[src/rtl/uart_pkg.sv]
// Shared types and helpers for the buffered UART transmitter.
package uart_pkg;

    typedef enum logic [2:0] {
        TX_IDLE,
        TX_START,
        TX_DATA,
        TX_PARITY,
        TX_STOP1,
        TX_STOP2
    } tx_state_t;

    localparam logic [1:0] DATA_BITS_5 = 2'd0;
    localparam logic [1:0] DATA_BITS_6 = 2'd1;
    localparam logic [1:0] DATA_BITS_7 = 2'd2;
    localparam logic [1:0] DATA_BITS_8 = 2'd3;

    function automatic logic parity_of(
        input logic [7:0] data,
        input logic [1:0] data_bits,
        input logic       even
    );
        logic acc;
        acc = 1'b0;
        for (int i = 0; i < 8; i++) begin
            if (i < int'(data_bits) + 5) acc ^= data[i];
        end
        return even ? acc : ~acc;
    endfunction

endpackage

[src/rtl/uart_tx_buffered_fifo.sv]
// Synchronous FIFO with occupancy count; writes while full are dropped.
module sync_fifo #(
    parameter int DATA_WIDTH = 8,
    parameter int DEPTH      = 8
) (
    input  logic                       clock,
    input  logic                       reset_n,
    input  logic                       push,
    input  logic                       pop,
    input  logic [DATA_WIDTH-1:0]      wr_data,
    output logic [DATA_WIDTH-1:0]      rd_data,
    output logic                       full,
    output logic                       empty,
    output logic [$clog2(DEPTH):0]     level
);

    localparam int AW = $clog2(DEPTH);

    logic [DATA_WIDTH-1:0] mem [DEPTH];
    logic [AW-1:0]         wr_ptr;
    logic [AW-1:0]         rd_ptr;
    logic [AW:0]           count;
    logic                  do_push;
    logic                  do_pop;

    assign full    = (count == (AW+1)'(DEPTH));
    assign empty   = (count == '0);
    assign do_push = push && !full;
    assign do_pop  = pop && !empty;
    assign rd_data = mem[rd_ptr];
    assign level   = count;

    always_ff @(posedge clock or negedge reset_n) begin
        if (!reset_n) begin
            wr_ptr <= '0;
            rd_ptr <= '0;
            count  <= '0;
        end else begin
            if (do_push) wr_ptr <= wr_ptr + 1'b1;
            if (do_pop)  rd_ptr <= rd_ptr + 1'b1;
            count <= count + (AW+1)'(do_push) - (AW+1)'(do_pop);
        end
    end

    always_ff @(posedge clock) begin
        if (do_push) mem[wr_ptr] <= wr_data;
    end

endmodule

[src/rtl/uart_tx_buffered.sv]
// Buffered UART transmitter, 5-8 data bits, optional parity, 1/2 stop bits.
// Define UART_TX_CTS_EN to add the cts_n_i flow-control input.
module uart_tx_buffered
    import uart_pkg::*;
#(
    parameter int CLOCK_DIVIDER_WIDTH = 16,
    parameter int FIFO_DEPTH          = 8,
    parameter int DATA_WIDTH          = 8
) (
    input  logic                           clock_i,
    input  logic                           reset_n_i,
    input  logic [DATA_WIDTH-1:0]          data_i,
    input  logic                           write_valid_i,
    output logic                           write_ready_o,
    input  logic [1:0]                     data_bits_i,
    input  logic                           parity_bit_i,
    input  logic                           parity_even_i,
    input  logic                           two_stop_bits_i,
    input  logic [CLOCK_DIVIDER_WIDTH-1:0] clock_divider_i,
`ifdef UART_TX_CTS_EN
    input  logic                           cts_n_i,
`endif
    output logic                           serial_o,
    output logic                           busy_o,
    output logic [$clog2(FIFO_DEPTH):0]    fifo_level_o
);

    localparam int CW = CLOCK_DIVIDER_WIDTH;

    tx_state_t             state_q, state_d;
    logic [CW-1:0]         div_q, div_cnt_q, div_in;
    logic [1:0]            bits_q;
    logic                  par_en_q, par_even_q, two_stop_q;
    logic [DATA_WIDTH-1:0] shreg_q, fifo_data;
    logic [2:0]            bit_idx_q;
    logic                  par_q, serial_q;
    logic                  fifo_full, fifo_empty;
    logic                  tick, load, reload, shift, start_ok, cts_ok;

`ifdef UART_TX_CTS_EN
    logic [1:0] cts_sync_q;

    always_ff @(posedge clock_i or negedge reset_n_i) begin
        if (!reset_n_i) cts_sync_q <= 2'b11;
        else            cts_sync_q <= {cts_sync_q[0], cts_n_i};
    end

    assign cts_ok = ~cts_sync_q[1];
`else
    assign cts_ok = 1'b1;
`endif

    sync_fifo #(
        .DATA_WIDTH (DATA_WIDTH),
        .DEPTH      (FIFO_DEPTH)
    ) u_fifo (
        .clock   (clock_i),
        .reset_n (reset_n_i),
        .push    (write_valid_i),
        .pop     (load),
        .wr_data (data_i),
        .rd_data (fifo_data),
        .full    (fifo_full),
        .empty   (fifo_empty),
        .level   (fifo_level_o)
    );

    assign div_in   = (clock_divider_i == '0) ? CW'(1) : clock_divider_i;
    assign tick     = (div_cnt_q == '0);
    assign start_ok = !fifo_empty && cts_ok;

    always_ff @(posedge clock_i or negedge reset_n_i) begin
        if (!reset_n_i) state_q <= TX_IDLE;
        else            state_q <= state_d;
    end

    always_comb begin
        state_d = state_q;
        load    = 1'b0;
        reload  = 1'b0;
        shift   = 1'b0;
        unique case (state_q)
            TX_IDLE: begin
                if (start_ok) begin
                    state_d = TX_START;
                    load    = 1'b1;
                end
            end
            TX_START: begin
                if (tick) begin
                    state_d = TX_DATA;
                    reload  = 1'b1;
                end
            end
            TX_DATA: begin
                if (tick) begin
                    reload = 1'b1;
                    shift  = 1'b1;
                    if (bit_idx_q == ({1'b0, bits_q} + 3'd4))
                        state_d = par_en_q ? TX_PARITY : TX_STOP1;
                end
            end
            TX_PARITY: begin
                if (tick) begin
                    state_d = TX_STOP1;
                    reload  = 1'b1;
                end
            end
            TX_STOP1, TX_STOP2: begin
                if (tick) begin
                    reload = 1'b1;
                    if (state_q == TX_STOP1 && two_stop_q) begin
                        state_d = TX_STOP2;
                    end else if (start_ok) begin
                        state_d = TX_START;
                        load    = 1'b1;
                    end else begin
                        state_d = TX_IDLE;
                    end
                end
            end
            default: state_d = TX_IDLE;
        endcase
    end

    // A new frame captures its configuration together with the character.
    always_ff @(posedge clock_i or negedge reset_n_i) begin
        if (!reset_n_i) begin
            div_q      <= CW'(1);
            div_cnt_q  <= '0;
            bits_q     <= DATA_BITS_8;
            par_en_q   <= 1'b0;
            par_even_q <= 1'b0;
            two_stop_q <= 1'b0;
            shreg_q    <= '0;
            bit_idx_q  <= '0;
            par_q      <= 1'b0;
        end else if (load) begin
            div_q      <= div_in;
            div_cnt_q  <= div_in - CW'(1);
            bits_q     <= data_bits_i;
            par_en_q   <= parity_bit_i;
            par_even_q <= parity_even_i;
            two_stop_q <= two_stop_bits_i;
            shreg_q    <= fifo_data;
            bit_idx_q  <= '0;
            par_q      <= parity_of(8'(fifo_data), data_bits_i, parity_even_i);
        end else if (reload) begin
            div_cnt_q <= div_q - CW'(1);
            if (shift) begin
                shreg_q   <= shreg_q >> 1;
                bit_idx_q <= bit_idx_q + 3'd1;
            end
        end else if (!tick) begin
            div_cnt_q <= div_cnt_q - CW'(1);
        end
    end

    // The line follows the state one cycle later, from a flop.
    always_ff @(posedge clock_i or negedge reset_n_i) begin
        if (!reset_n_i) begin
            serial_q <= 1'b1;
        end else begin
            unique case (state_q)
                TX_START:  serial_q <= 1'b0;
                TX_DATA:   serial_q <= shreg_q[0];
                TX_PARITY: serial_q <= par_q;
                default:   serial_q <= 1'b1;
            endcase
        end
    end

    assign serial_o      = serial_q;
    assign busy_o        = (state_q != TX_IDLE) || !fifo_empty;
    assign write_ready_o = !fifo_full;

endmodule
[config.mk]
export PLATFORM = sky130hd
export DESIGN_NAME = uart_tx_buffered
export DESIGN_NICKNAME = d
export VERILOG_FILES = /design/src/rtl/uart_pkg.sv /design/src/rtl/uart_tx_buffered_fifo.sv /design/src/rtl/uart_tx_buffered.sv
export SDC_FILE = /design/constraint.sdc
export NUM_CORES = 1
export LEC_CHECK = 0
export ABC_AREA = 1
export BUFFER_PORTS_ARGS = -buffer_cell sky130_fd_sc_hd__buf_2
export CORE_UTILIZATION = 38
export CTS_CLUSTER_SIZE = 40
export DETAILED_ROUTE_END_ITERATION = 10
export PLACE_DENSITY_LB_ADDON = 0.2
export SLEW_MARGIN = 20
export SYNTH_ARGS = -nofsm -noshare
export SYNTH_HDL_FRONTEND = slang
export SYNTH_SLANG_ARGS = --single-unit
[constraint.sdc]
create_clock -name clock_i -period 2.48 [get_ports clock_i]
set_input_delay 0.124 -clock clock_i [delete_from_list [all_inputs] [get_ports clock_i]]
set_output_delay 0.124 -clock clock_i [all_outputs]
set_load 0.005 [all_outputs]
==> results.yml <==
drt:
  detailroute.via_count: 4998
  drt_pass1_iterations: 6
  drt-wirelength-per-cell_um: 14.2
  final_antenna_net_count: 0
  drc: 0
  drtIter0Drc: 339
  drt-vias-per-instance: 4.83
  wl_um: 14700
global_routing:
  grt_pass1_vias: 4870
  grt.total_usage: 0.192
  grt_start_max_net_pins: 36
  gr-total-overflow: 0
  wire_length_of_the_first_global_routing_pass_um: 24300
  grt_antenna_before_repair: 0
critical_path:
  timing.critical_path.required_ns: 2.79
  ff2ff_path_depth: 11
  rr_startpoint: "u_fifo.level[2]"
  crit-reg2reg-capture: "u_fifo.level[2]"
  regToRegSetupSlack_ns: 0.18
  worstSetupPathType: "reg -> reg"
  worst_ep_arrival_ns: 2.61
  critPathMaxFanout: 8
  crit_path_start_kind: "flop"
  worstSetupEndpointType: "flop"
floorplan:
  placementRows: 46
  design.core.area_um2: 15900
  dieWidth_um: 130
  dieArea_um2: 16900
  initial_core_utilization: 0.390
  die_y_um: 130
  boundaryPins: 39
yosys:
  yosys_most_used_dff: "edfxtp_1"
  post_synth_fa_ha_maj_area_fraction: 0.0234
  syn_avg_cell_area_um2: 8.62
  netlist_area_um2: 6210
  synth_nets: 764
  post_synth_mux_area_share: 0
  synth-simple-area-share: 0.267
  yosysWarnings: 0
  synth_sequential_area_ratio: 0.560
  asyncSetResetFlopFracSynth: 0.492
  synth-edff-count: 64
  synthDistinctLibCells: 38
  synthCells: 721
  post_synthesis_xor_xnor_area_fraction: 0.0113
  compound_gate_fraction_of_synth_area: 0.0775
  synth_top_family_by_area: "simple AND/OR/NAND/NOR gates"
  ys_seq_elements: 126
final_layout:
  post-route-util: 0.476
  multi_input_comb_area_um2: 2360
  layout-area-overhead-vs-synth_pct: 22.0
  fin_cells: 1034
  fillerInstances: 1516
  fin_nets: 848
  layout-drive-gt1-share: 0.158
  insertedDiodeCount: 0
  sequential_cell_area_um2: 3480
hold_path:
  hold_path_end: "div_q[1]"
  worst_hold_path.num_cells: 3
  worst_hold_path_type: "in -> reg"
  hp-start: "clock_divider_i[1]"
cts:
  cts.sinks: 126
  htreeDepth: 4
  cts_tree: "yes"
  clk_pin_slew_ns: 0.06
  worst_skew_pair.late_latency_ns: 0.43
  cts-buffers-inserted: 17
  root_cell_of_the_clock_tree: "clkbuf_16"
  cts_max_path_buffers: 2
flow_run:
  timing.max_cap.violations: 0
place:
  detailed_place_hpwl_um: 10100
  dp_cells: 978
  place.gp.congestion: 0.845
  placement.io_buffers: 38
sta:
  rsz0062_at_grt: "no"
  tns_ns: 0
  final_worst_path_period_share: 0.927
  setup_violations: 0
  max_slew_margin: 0.534
  final.hold.worst_slack_ns: 0.0121
  final-hold-violation-count: 0
  final_max_slew_viol_count: 0
  fin_crit_ns: 2.30
  max_freq_mhz: 435
  largest_clock_skew_in_the_final_design_ns: 0.0110
  timing_worst_slew_pin_value_ns: 0.700
power_and_ir_drop:
  design_power_total_mw: 9.99
  leakage_nw: 3.46
  worst_vdd_ir_mv: 0.664
  p_per_area_nw_per_um2: 1320
run_status:
  run_status: "finished clean"
power breakdown:
group / leakage, nW / internal, mW / switching (mW)
combinational: 1.86 / 1.57 / 2.89
sequential: 1.33 / 2.90 / 0.310
clock: 0.266 / 1.31 / 1.02
total: 3.46 / 5.77 / 4.22
cells in the mapped netlist (2+ instances only):
| cell | number | area, µm² |
|---|---|---|
| nor2_1 | 116 | 435 |
| edfxtp_1 | 64 | 1920 |
| nand2_1 | 191 | 717 |
| inv_1 | 66 | 248 |
| nand4_1 | 15 | 93.8 |
| nand2_2 | 6 | 37.5 |
| inv_2 | 4 | 15.0 |
| ha_1 | 10 | 125 |
| or2_2 | 2 | 12.5 |
| a21oi_1 | 15 | 75.1 |
| nor2_4 | 3 | 33.8 |
| o21ai_1 | 5 | 25.0 |
| nand3_1 | 48 | 240 |
| o21bai_1 | 2 | 15.0 |
| o211ai_1 | 3 | 22.5 |
| nand3b_1 | 2 | 15.0 |
| nor3_1 | 3 | 15.0 |
| a31oi_1 | 2 | 12.5 |
| xor2_1 | 5 | 43.8 |
| nor2_2 | 4 | 25.0 |
| dfrtp_1 | 58 | 1450 |
| o221ai_1 | 4 | 35.0 |
| buf_2 | 12 | 60.1 |
| o21ai_0 | 51 | 255 |
| clkbuf_1 | 12 | 45.0 |
| dfstp_2 | 4 | 105 |
| xnor2_1 | 3 | 26.3 |
worst max-delay path, stage by stage, from the launching register on:
cell     delay, ns
dfrtp_1       0.38
inv_1         0.10
ha_1          0.18
nand3_1       0.21
nand2_4       0.19
inv_2         0.07
ha_1          0.27
inv_1         0.06
ha_1          0.15
inv_1         0.05
fa_1          0.38
xnor2_1       0.14
stage by stage:
| step | setup WS [ns] | area [µm²] |
|---|---|---|
| floorplan | 0.0291 | 6220 |
| CTS | 0.111 | 7560 |
| global placement | 0.196 | 6800 |
| detailed placement | 0.124 | 6800 |
| global route | 0.0122 | 7580 |
| finish | 0.180 | 7580 |
sequential cells by signal, summed over array words and instances (netlist names), 4 cells and up:
name          cells
shreg_q           8
u_fifo.mem       64
div_q            16
div_cnt_q        16
u_fifo.level      4
cell families (layout without fill, tap and decap cells):
family	count (synthesis)	after routing
and+or+nand+nor	393	393
xor gates and xnor gates	8	8
buffers and inverters	96	193
DFF	126	126
AOI/OAI and AO/OA	87	87
adders and majority gates	11	11
worst max path at each step:
stage | startpoint | end | slack, ns | depth (start not counted)
3_3_place_gp | u_fifo.level[2] | u_fifo.level[1] | 0.20 | 11
5_1_grt | u_fifo.level[2] | u_fifo.level[2] | 0.01 | 11
4_1_cts | u_fifo.level[2] | u_fifo.level[2] | 0.11 | 11
3_5_place_dp | u_fifo.level[2] | u_fifo.level[2] | 0.12 | 11
6_report | u_fifo.level[2] | u_fifo.level[2] | 0.18 | 11
2_1_floorplan | div_cnt_q[11] | u_fifo.level[2] | 0.03 | 15
layer usage:
| layer | track usage | wire length [µm] | vias to the layer above |
|---|---|---|---|
| met1 | 0.241 | 6680 | 2323 |
| met4 | 0.0588 | 227 | 0 |
| met3 | 0.0476 | 691 | 25 |
| met5 | 0 | 0 | - |
| li1 | - | - | 2523 |
| met2 | 0.327 | 7070 | 127 |
repair_timing:
action	4_1_cts	5_1_grt
hold buffers	21	0
endpoints found under the hold margin	102	0
setup endpoints to repair	0	12
setup buffers	0	3
gates resized for setup	0	1
cells in the final DEF (no fill, tap or decap), types with 2 or more instances in the layout:
cell type | netlist | final
nand2_2 | 6 | 6
inv_1 | 66 | 66
dfrtp_1 | 58 | 58
nor2_4 | 3 | 3
ha_1 | 10 | 10
nor2_1 | 116 | 115
inv_6 | 0 | 8
clkbuf_16 | 0 | 17
clkinvlp_4 | 0 | 3
buf_4 | 0 | 30
a31oi_1 | 2 | 2
dlygate4sd3_1 | 0 | 21
dfstp_2 | 4 | 4
nor3_1 | 3 | 3
o21ai_1 | 5 | 5
edfxtp_1 | 64 | 64
or2_2 | 2 | 2
buf_2 | 12 | 38
buf_12 | 0 | 2
a21oi_1 | 15 | 15
inv_8 | 0 | 2
nand3b_1 | 2 | 2
o21bai_1 | 2 | 2
xor2_1 | 5 | 5
xnor2_1 | 3 | 3
nand3_1 | 48 | 48
inv_2 | 4 | 4
o21ai_0 | 51 | 51
nor2_2 | 4 | 5
o211ai_1 | 3 | 3
clkinv_2 | 0 | 2
o221ai_1 | 4 | 4
nand4_1 | 15 | 15
nand2_1 | 191 | 191
final cells by class:
cell class	instances	share of cell area
clock buffers	17	0.0561
clock inverters	15	0.0165
inverters	70	0.0346
multi-input cells	499	0.311
flip-flops and latches	126	0.459
well taps	216	0.0356
repair buffers	91	0.0878
(Power assumes the default switching activity.)
